### config.mk
export PLATFORM = sky130hd
export DESIGN_NAME = gf_clmul_serial_flat
export DESIGN_NICKNAME = d
export VERILOG_FILES = /design/src/rtl/gf_pkg.sv /design/src/rtl/gf_clmul_serial_if.sv /design/src/rtl/gf_reduce_step.sv /design/src/rtl/gf_clmul_serial.sv /design/src/flat_wrapper.sv
export SDC_FILE = /design/constraint.sdc
export NUM_CORES = 2
export LEC_CHECK = 0
export CORE_ASPECT_RATIO = 1.1
export CORE_UTILIZATION = 45
export DETAILED_ROUTE_END_ITERATION = 7
export PLACE_DENSITY_LB_ADDON = 0.3
export SYNTH_ARGS = -nofsm -noshare
export SYNTH_HDL_FRONTEND = slang
export SYNTH_SLANG_ARGS = --single-unit
### constraint.sdc
create_clock -name clk -period 2.5 [get_ports clk]
set_clock_uncertainty 0.1 [all_clocks]
set_input_delay 0.5 -clock clk [delete_from_list [all_inputs] [get_ports clk]]
set_output_delay 0.5 -clock clk [all_outputs]
set_load 0.02 [all_outputs]
### src/rtl/gf_pkg.sv
// Shared definitions for the GF(2)[x] multiplier family: field constants,
// FSM state encoding and the digit-by-operand carry-less product.
package gf_pkg;

  localparam int unsigned GF128_W    = 128;
  localparam logic [GF128_W-1:0] GF128_POLY = 128'h87;

  // Widest operand the shared helper supports
  localparam int unsigned GF_MAX_W   = GF128_W;

  typedef enum logic [1:0] {
    ST_IDLE = 2'd0,
    ST_MUL  = 2'd1,
    ST_RED  = 2'd2,
    ST_DONE = 2'd3
  } gf_state_e;

  // XOR of a shifted by every set bit of d; unused high bits of d tie off.
  function automatic logic [2*GF_MAX_W-1:0] clmul_digit(
    input logic [GF_MAX_W-1:0] a,
    input logic [GF_MAX_W-1:0] d
  );
    logic [2*GF_MAX_W-1:0] r;
    r = '0;
    for (int unsigned i = 0; i < GF_MAX_W; i++) begin
      if (d[i]) r = r ^ ((2*GF_MAX_W)'(a) << i);
    end
    return r;
  endfunction

endpackage

### src/rtl/gf_clmul_serial_if.sv
// Operand/result handshake bundle for the serial carry-less multiplier.
interface gf_clmul_serial_if
  import gf_pkg::*;
#(
  parameter int unsigned W = GF128_W
) ();

  logic           in_valid;
  logic           in_ready;
  logic [W-1:0]   in_a;
  logic [W-1:0]   in_b;
  logic           in_reduce;
  logic           out_valid;
  logic           out_ready;
  logic [2*W-1:0] out_prod;
  logic           out_reduced;

  modport master (
    output in_valid, in_a, in_b, in_reduce, out_ready,
    input  in_ready, out_valid, out_prod, out_reduced
  );

  modport slave (
    input  in_valid, in_a, in_b, in_reduce, out_ready,
    output in_ready, out_valid, out_prod, out_reduced
  );

endinterface

### src/rtl/gf_reduce_step.sv
// Combinational DIGIT-bit reduction slice: clears bits TOP down to TOP-DIGIT+1
// of a 2W-bit value by folding each set bit k back as POLY << (k-W).
module gf_reduce_step
  import gf_pkg::*;
#(
  parameter int unsigned W     = GF128_W,
  parameter int unsigned DIGIT = 8,
  parameter logic [W-1:0] POLY = W'(GF128_POLY),
  parameter int unsigned TOP   = 2*W-1
) (
  input  logic [2*W-1:0] acc_i,
  output logic [2*W-1:0] acc_c_o
);

  localparam logic [2*W-1:0] POLY_EXT = (2*W)'(POLY);

  logic [2*W-1:0] r;

  // Descending chain: a fold from bit k may set lower bits still in this slice
  always_comb begin
    r = acc_i;
    for (int unsigned j = 0; j < DIGIT; j++) begin
      if (r[TOP-j]) begin
        r        = r ^ (POLY_EXT << (TOP - j - W));
        r[TOP-j] = 1'b0;
      end
    end
  end

  assign acc_c_o = r;

endmodule

### src/rtl/gf_clmul_serial.sv
// Digit-serial carry-less multiplier with optional sequential reduction
// modulo x^W + POLY; area-lean replacement for the combinational multipliers.
module gf_clmul_serial
  import gf_pkg::*;
#(
  parameter int unsigned W     = GF128_W,
  parameter int unsigned DIGIT = 8,
  parameter logic [W-1:0] POLY = W'(GF128_POLY)
) (
  input  logic             clk,
  input  logic             rst,
  gf_clmul_serial_if.slave bus
);

  localparam int unsigned N     = W / DIGIT;
  localparam int unsigned CNT_W = (N > 1) ? $clog2(N) : 1;
  localparam logic [CNT_W-1:0] CNT_LAST = CNT_W'(N - 1);

  gf_state_e      state_q, state_d;
  logic [W-1:0]   a_q, a_d;
  logic [W-1:0]   b_q, b_d;
  logic           reduce_q, reduce_d;
  logic [2*W-1:0] acc_q, acc_d;
  logic [CNT_W-1:0] cnt_q, cnt_d;
  logic           in_ready_q, in_ready_d;
  logic           out_valid_q, out_valid_d;

  logic [2*W-1:0] mul_term_c;
  logic [2*W-1:0] red_acc_c;

  // b is shifted left each MUL cycle so the active digit is always the top one
  assign mul_term_c = (2*W)'(clmul_digit(GF_MAX_W'(a_q), GF_MAX_W'(b_q[W-1 -: DIGIT])));

  // acc is kept in a frame shifted left by DIGIT per RED cycle, so the slice
  // always works on the top DIGIT bits and needs no variable-index shifter.
  gf_reduce_step #(
    .W     (W),
    .DIGIT (DIGIT),
    .POLY  (POLY),
    .TOP   (2*W-1)
  ) u_reduce_step (
    .acc_i   (acc_q),
    .acc_c_o (red_acc_c)
  );

  always_ff @(posedge clk) begin
    if (rst) begin
      state_q     <= ST_IDLE;
      a_q         <= '0;
      b_q         <= '0;
      reduce_q    <= 1'b0;
      acc_q       <= '0;
      cnt_q       <= '0;
      in_ready_q  <= 1'b1;
      out_valid_q <= 1'b0;
    end else begin
      state_q     <= state_d;
      a_q         <= a_d;
      b_q         <= b_d;
      reduce_q    <= reduce_d;
      acc_q       <= acc_d;
      cnt_q       <= cnt_d;
      in_ready_q  <= in_ready_d;
      out_valid_q <= out_valid_d;
    end
  end

  always_comb begin
    state_d  = state_q;
    a_d      = a_q;
    b_d      = b_q;
    reduce_d = reduce_q;
    acc_d    = acc_q;
    cnt_d    = cnt_q;

    unique case (state_q)
      ST_IDLE: begin
        if (bus.in_valid) begin
          a_d      = bus.in_a;
          b_d      = bus.in_b;
          reduce_d = bus.in_reduce;
          acc_d    = '0;
          cnt_d    = '0;
          state_d  = ST_MUL;
        end
      end
      ST_MUL: begin
        acc_d = (acc_q << DIGIT) ^ mul_term_c;
        b_d   = b_q << DIGIT;
        cnt_d = cnt_q + CNT_W'(1);
        if (cnt_q == CNT_LAST) begin
          cnt_d   = '0;
          state_d = reduce_q ? ST_RED : ST_DONE;
        end
      end
      ST_RED: begin
        acc_d = red_acc_c << DIGIT;
        cnt_d = cnt_q + CNT_W'(1);
        if (cnt_q == CNT_LAST) begin
          // Undo the frame shift: the remainder sits just below the last slice
          acc_d   = {{W{1'b0}}, red_acc_c[2*W-1-DIGIT -: W]};
          cnt_d   = '0;
          state_d = ST_DONE;
        end
      end
      ST_DONE: begin
        if (bus.out_ready) state_d = ST_IDLE;
      end
      default: state_d = ST_IDLE;
    endcase

    in_ready_d  = (state_d == ST_IDLE);
    out_valid_d = (state_d == ST_DONE);
  end

  assign bus.in_ready    = in_ready_q;
  assign bus.out_valid   = out_valid_q;
  assign bus.out_prod    = acc_q;
  assign bus.out_reduced = reduce_q;

endmodule
### src/flat_wrapper.sv
// flat-port wrapper written by rule: the top's interface ports become plain ports
module gf_clmul_serial_flat import gf_pkg::*;
#(
  parameter int unsigned W     = GF128_W,
  parameter int unsigned DIGIT = 8,
  parameter logic [W-1:0] POLY = W'(GF128_POLY)
)
  (clk, rst, bus_in_valid, bus_in_a, bus_in_b, bus_in_reduce, bus_out_ready, bus_in_ready, bus_out_valid, bus_out_prod, bus_out_reduced);
  gf_clmul_serial_if #(.W(W)) bus_i ();
  input  logic clk;
  input  logic rst;
  input wire logic [$bits(bus_i.in_valid)-1:0] bus_in_valid;
  input wire logic [$bits(bus_i.in_a)-1:0] bus_in_a;
  input wire logic [$bits(bus_i.in_b)-1:0] bus_in_b;
  input wire logic [$bits(bus_i.in_reduce)-1:0] bus_in_reduce;
  input wire logic [$bits(bus_i.out_ready)-1:0] bus_out_ready;
  output wire logic [$bits(bus_i.in_ready)-1:0] bus_in_ready;
  output wire logic [$bits(bus_i.out_valid)-1:0] bus_out_valid;
  output wire logic [$bits(bus_i.out_prod)-1:0] bus_out_prod;
  output wire logic [$bits(bus_i.out_reduced)-1:0] bus_out_reduced;
  assign bus_i.in_valid = bus_in_valid;
  assign bus_i.in_a = bus_in_a;
  assign bus_i.in_b = bus_in_b;
  assign bus_i.in_reduce = bus_in_reduce;
  assign bus_i.out_ready = bus_out_ready;
  assign bus_in_ready = bus_i.in_ready;
  assign bus_out_valid = bus_i.out_valid;
  assign bus_out_prod = bus_i.out_prod;
  assign bus_out_reduced = bus_i.out_reduced;
  gf_clmul_serial #(.W(W), .DIGIT(DIGIT), .POLY(POLY)) u_core (.clk(clk), .rst(rst), .bus(bus_i));
endmodule
Yosys cells after proc, flatten, opt, wreduce, memory -nomap -nowiden
Index checks and enable logic that the tools add are counted.
{ "totals": {"regBits": 521, "out_inout_bits": 259, "wordCells": 71} }
{ "classes": {"addsub": 1, "n_eq_ne": 6, "n_mux": 30, "bitwise": 16, "reduce_logical": 10} }
{ "ops": {"columns": ["op", "n"], "rows": [
  ["256-bit 2-to-1 mux", 9],
  ["256-bit one-hot mux with 3 select lines", 1],
  ["128-bit 2-to-1 mux", 3],
  ["128-bit one-hot mux with 2 select lines", 1],
  ["256-bit by 129-bit XOR with 256-bit output", 1],
  ["256-bit by 130-bit XOR with 256-bit output", 1],
  ["256-bit by 131-bit XOR with 256-bit output", 1],
  ["256-bit by 132-bit XOR with 256-bit output", 1],
  ["256-bit by 133-bit XOR with 256-bit output", 1],
  ["256-bit by 134-bit XOR with 256-bit output", 1],
  ["256-bit by 135-bit XOR with 256-bit output", 1],
  ["256-bit XOR", 1],
  ["135-bit 2-to-1 mux", 1],
  ["134-bit 2-to-1 mux", 1],
  ["133-bit 2-to-1 mux", 1],
  ["132-bit 2-to-1 mux", 1],
  ["131-bit 2-to-1 mux", 1],
  ["130-bit 2-to-1 mux", 1],
  ["129-bit 2-to-1 mux", 1],
  ["4-bit inverter", 8],
  ["2-bit 2-to-1 mux", 4],
  ["4-bit 2-to-1 mux", 2],
  ["2-bit one-hot mux with 4 select lines", 1],
  ["4-bit one-hot mux with 2 select lines", 1],
  ["other kinds (11)", 18]
]} }

Longest topological paths before layout
{ "depth": {"depth_word": 18, "depth_mapped": 11, "mapped_depth_nobuf": 8} }

By module
A second synthesis with hierarchy kept.
{ "unflattened": {"hier_cells": 5152, "hier_area_um2": 37237.0} }
{ "modules_own_cells": {"columns": ["mod", "n_inst", "cells_each", "area_each_um2"], "rows": [
  ["gf_clmul_serial", 1, 4882, 35165.0],
  ["gf_reduce_step", 1, 270, 2072.0]
]} }

Worst setup path after synthesis
OpenSTA, ideal clock, no wires.
{ "synth_timing": {"kind": "register to register", "from": "register u_core.state_q[0]", "to": "register u_core.acc_q[67] (netlist: u_core.bus.out_prod[67])", "setup_time_ns": 0.083, "arrival_time_ns": 1.861, "required_ns": 2.317, "slack_ns": 0.457, "stages_incl_launch_ff": 12, "n_path_buf": 4, "synth_period_minus_slack_ns": 2.043, "path_cell_list": "dfxtp_1 inv_1 ha_1 buf_2 nand2b_2 buf_6 nand3_2 nor2_4 nand2_2 buf_2 clkbuf_1 o221ai_1"} }
{ "synth_between": {"elab_chain_len": 3, "word_cells_on_any_way": 7} }
{ "synth_lines": {"columns": ["item", "line_no", "rtl"], "rows": [
  ["start, declared", "gf_clmul_serial.sv:19", "gf_state_e state_q, state_d;"],
  ["start signal, assigned", "gf_clmul_serial.sv:57", "state_q <= state_d;"],
  ["2-bit by 1-bit equality test with 1-bit output (tied with other cells)", "gf_clmul_serial.sv:76", "unique case (state_q)"],
  ["3-bit nonzero test (no source line) / 2-bit inequality test (equally long branches)", null, null],
  ["2-bit AND reduction (no source line)", null, null],
  ["end signal, assigned", "gf_clmul_serial.sv:52", "acc_q <= '0;"],
  ["end signal, assigned", "gf_clmul_serial.sv:61", "acc_q <= acc_d;"],
  ["end, declared", "gf_clmul_serial.sv:23", "logic [2*W-1:0] acc_q, acc_d;"]
]} }
Several ways; a longest one is shown, not always the timed one.
A chain may end at the register's enable or synchronous reset.

Final worst setup path
{ "layout_timing": {"from": "register u_core.acc_q[66] (netlist: u_core.bus.out_prod[66])", "to": "output bus_out_prod[66]"} }
{ "layout_rtl": {"columns": ["item", "line_no", "rtl"], "rows": [
  ["end, declared", "flat_wrapper.sv:19", "output wire logic [$bits(bus_i.out_prod)-1:0] bus_out_prod;"]
]} }
No word-level cell between the ends.

==> impl_results.md <==
- Critical path fanouts, max: 4
- Crit path buf inv count: 1
- Longest Clk Path Bufs: 3
- Area post-placement: 40800 µm²
- Syn-to-layout area delta: 24.3%
- Initial core utilization: 0.455
- Rows: 106
- Nets: 5068
- Total grt overflow: 0
- Gate Count Post-Synth: 4535
- CP peak stage delay: 690 ps
- Psw: 7.20 mW
- CP arrival: 1850 ps
- Sw Share: 0.302
- Placer Congestion: 0.900
- Critical-path cell list: clkdlybuf4s50_1
- Core area: 76000 µm²
- Crit-path slowest cell: clkdlybuf4s50_1
- Worst hold endpoint: u_core.bus.out_prod[3]
- Synth top area share: 0.302
- Postcts setup bufs: 0
- Fin worst setup slack: 46.5 ps
- CTS root buf: clkbuf_16
- Total nets after synthesis: 4801
- Combinational power share: 0.207
- Vias per cell: 5.49
- Initial drt markers: 3227
- Crit start category: register
- Setup violators final: 0
- Hold Crit Class: in -> reg
- Worst R2R Path Depth: 7
- CTS tree: built
- Die area: 77900 µm²
- Synth cell types: 44
- Worst hold path startpoint: rst
- Wire length of the first global-routing pass: 182000 µm
- DRT antenna net count: 0
- Ys flop type: dfxtp_1
- PnR Total Power: 23.9 mW
- Asr flop ratio synth: 0
- Vias: 32300
- Vias in the first global route: 30200
- Die W: 266 µm
- Share of cells above drive strength 1: 0.0546
- Max-slew violations: 0
- FF+latch count, synth: 521
- Reg-to-Reg Start: u_core.state_q[0]
- DRT Pass-1 Iters: 6
- Pint: 16.7 mW
- Num ports: 520
- RSZ-0062 raised after global routing: no
- Cell taking the most area after synthesis: dfxtp_1
- Final Instance Area: 42900 µm²
- CTS buffer count: 58
- # DRC: 0
- Power Density: 556 nW/µm²
- Rel. slew slack: 0.541
- H-tree Lvls: 2
- Crit path max-delay family: buffers and inverters
- EDFF count, synth: 0
- FF-to-FF setup slack: 200 ps
- Critical setup path kind: reg -> out
- Clock Latency Late Sink: 650 ps
- Die Ht: 293 µm
- Final Routed Wirelength: 118000 µm
- Post-synthesis cell area: 34500 µm²
- Top post-synthesis cells by area: dfxtp_1 (30%), xnor2_1 (23%), nand2_1 (15%)
- Setup Total Neg Slack: 0 ps
- Part of the power in registers: 0.392
- Clk pin slew, worst setup/hold paths: 70 ps
- Initial antenna violation count: 5
- Global-route usage over all layers: 0.295
- Critical Path RT: 1900 ps
- Max-cap violations: 0
- Crit share post-route: 0.981
- Actual slew at the worst max-slew pin: 688 ps
- Post-DP HPWL: 81700 µm
- Outcome: finished, final reports clean
- Worst hold slack: 67.1 ps
- Synth Warn #: 0
- Largest net degree at the start of global routing: 148
- Post-synthesis sequential area ratio: 0.302
- Hold buffers post-CTS: 0
- Hold path cells: 2
- Hold Fails Final Rpt: 0
- Clock sinks: 521
- Pleak: 13.8 nW
- Worst vdd ir: 0.000653 V
- Syn avg cell area: 7.62 µm²
- F_max: 0.408 GHz
- Fin crit period: 2450 ps
- Avg WL per Cell: 20.1 µm
- Capture point of the worst reg-to-reg path: u_core.bus.out_prod[77]
- Clock share of power: 0.401
- DP Worst Slack: 28.0 ps
- IO Port Bufs: 519
- Critical path capture point type: primary output
synth_stat cells (117+ instances only):
cell type	count
nand2_1	1422
xnor2_1	895
dfxtp_1	521
nor2_1	267
clkbuf_1	265
mux2i_1	234
a21oi_1	142
buf_2	140
xor2_1	139
a22oi_1	134
a211oi_1	120
o221ai_1	117
cells in the final DEF (no fill, tap or decap), types with 5 or more instances in the layout:
| master | instances |
|---|---|
| nor3_1 | 10 |
| a21oi_1 | 142 |
| nor3b_1 | 5 |
| clkbuf_1 | 6 |
| o221ai_1 | 117 |
| nor2_1 | 267 |
| clkbuf_16 | 59 |
| a211oi_1 | 120 |
| mux2i_1 | 234 |
| dlygate4sd2_1 | 12 |
| xnor3_1 | 5 |
| dfxtp_4 | 8 |
| o21a_1 | 5 |
| clkinv_2 | 11 |
| clkdlybuf4s50_1 | 503 |
| diode_2 | 5 |
| clkbuf_8 | 12 |
| bufinv_16 | 10 |
| xnor2_1 | 895 |
| xor2_1 | 139 |
| dfxtp_1 | 508 |
| o21ai_1 | 5 |
| dfxtp_2 | 5 |
| a22oi_1 | 134 |
| o21ai_0 | 20 |
| a222oi_1 | 5 |
| buf_4 | 84 |
| buf_12 | 51 |
| nand2_1 | 1419 |
registers in the layout (all words and copies together), names as in the netlist:
register,cells
u_core.a_q,128
u_core.state_q,2
u_core.bus.out_reduced,1
u_core.bus.out_prod,256
u_core.bus.out_valid,1
u_core.cnt_q,4
u_core.bus.in_ready,1
u_core.b_q,128
cells by family (layout without fill, tap and decap cells):
group	count (synthesis)	count (layout)	synth area share
fa+ha+maj	5	5	0.00181
compound gates	564	564	0.115
flops	521	521	0.302
xor+xnor	1039	1039	0.265
simple gates	1720	1720	0.189
other cells	0	5	0
buf+inv	452	767	0.0587
mux	234	234	0.0678
layout make-up:
cell class | count | area [µm²]
clock inverters | 31 | 474
fillers | 6852 | 33100
diodes | 5 | 12.5
inverters | 5 | 18.8
clock buffers | 77 | 1660
repair buffers | 654 | 6840
multi-input cells | 3562 | 22200
flip-flops and latches | 521 | 10500
well taps | 1026 | 1280
power groups by stage:
stage | Sequential (mW) | Combinational, mW | Clock, mW
after floorplan | 9.04 | 3.71 | 0
after global placement | 9.50 | 4.86 | 0
after detailed placement | 9.50 | 4.91 | 0
after CTS | 9.32 | 4.93 | 9.69
after global routing | 9.39 | 5.34 | 10.0
final | 9.35 | 4.94 | 9.57
worst max-delay path by stage:
stage	end	start	slack, ps	depth (start not counted)
global placement	u_core.bus.out_prod[149]	bus_in_valid	90	7
CTS	bus_out_prod[138]	u_core.bus.out_prod[138]	0.2	1
finish	bus_out_prod[66]	u_core.bus.out_prod[66]	50	1
global route	bus_out_prod[1]	u_core.bus.out_prod[1]	0.8	1
detailed placement	u_core.bus.out_prod[163]	bus_in_valid	30	7
floorplan	u_core.bus.out_prod[67]	u_core.state_q[0]	460	11
stage by stage:
step,utilization,std cells
5_1_grt,0.565,5880
2_1_floorplan,-,4535
3_3_place_gp,0.537,5768
4_1_cts,0.565,5876
3_5_place_dp,0.537,5768
6_report,0.565,5881
layer usage:
layer	vias to the layer above	track usage	part of all wire
met5	-	0	0
met4	0	0.133	0.047
met3	280	0.0573	0.090
met2	1504	0.466	0.45
met1	15300	0.386	0.41
li1	15200	-	-
repair_timing:
item	CTS	global route
cloned	0	0
resized for setup	16	4
setup endpoints to repair	16	4
Power figures use the tool's default switching activity.
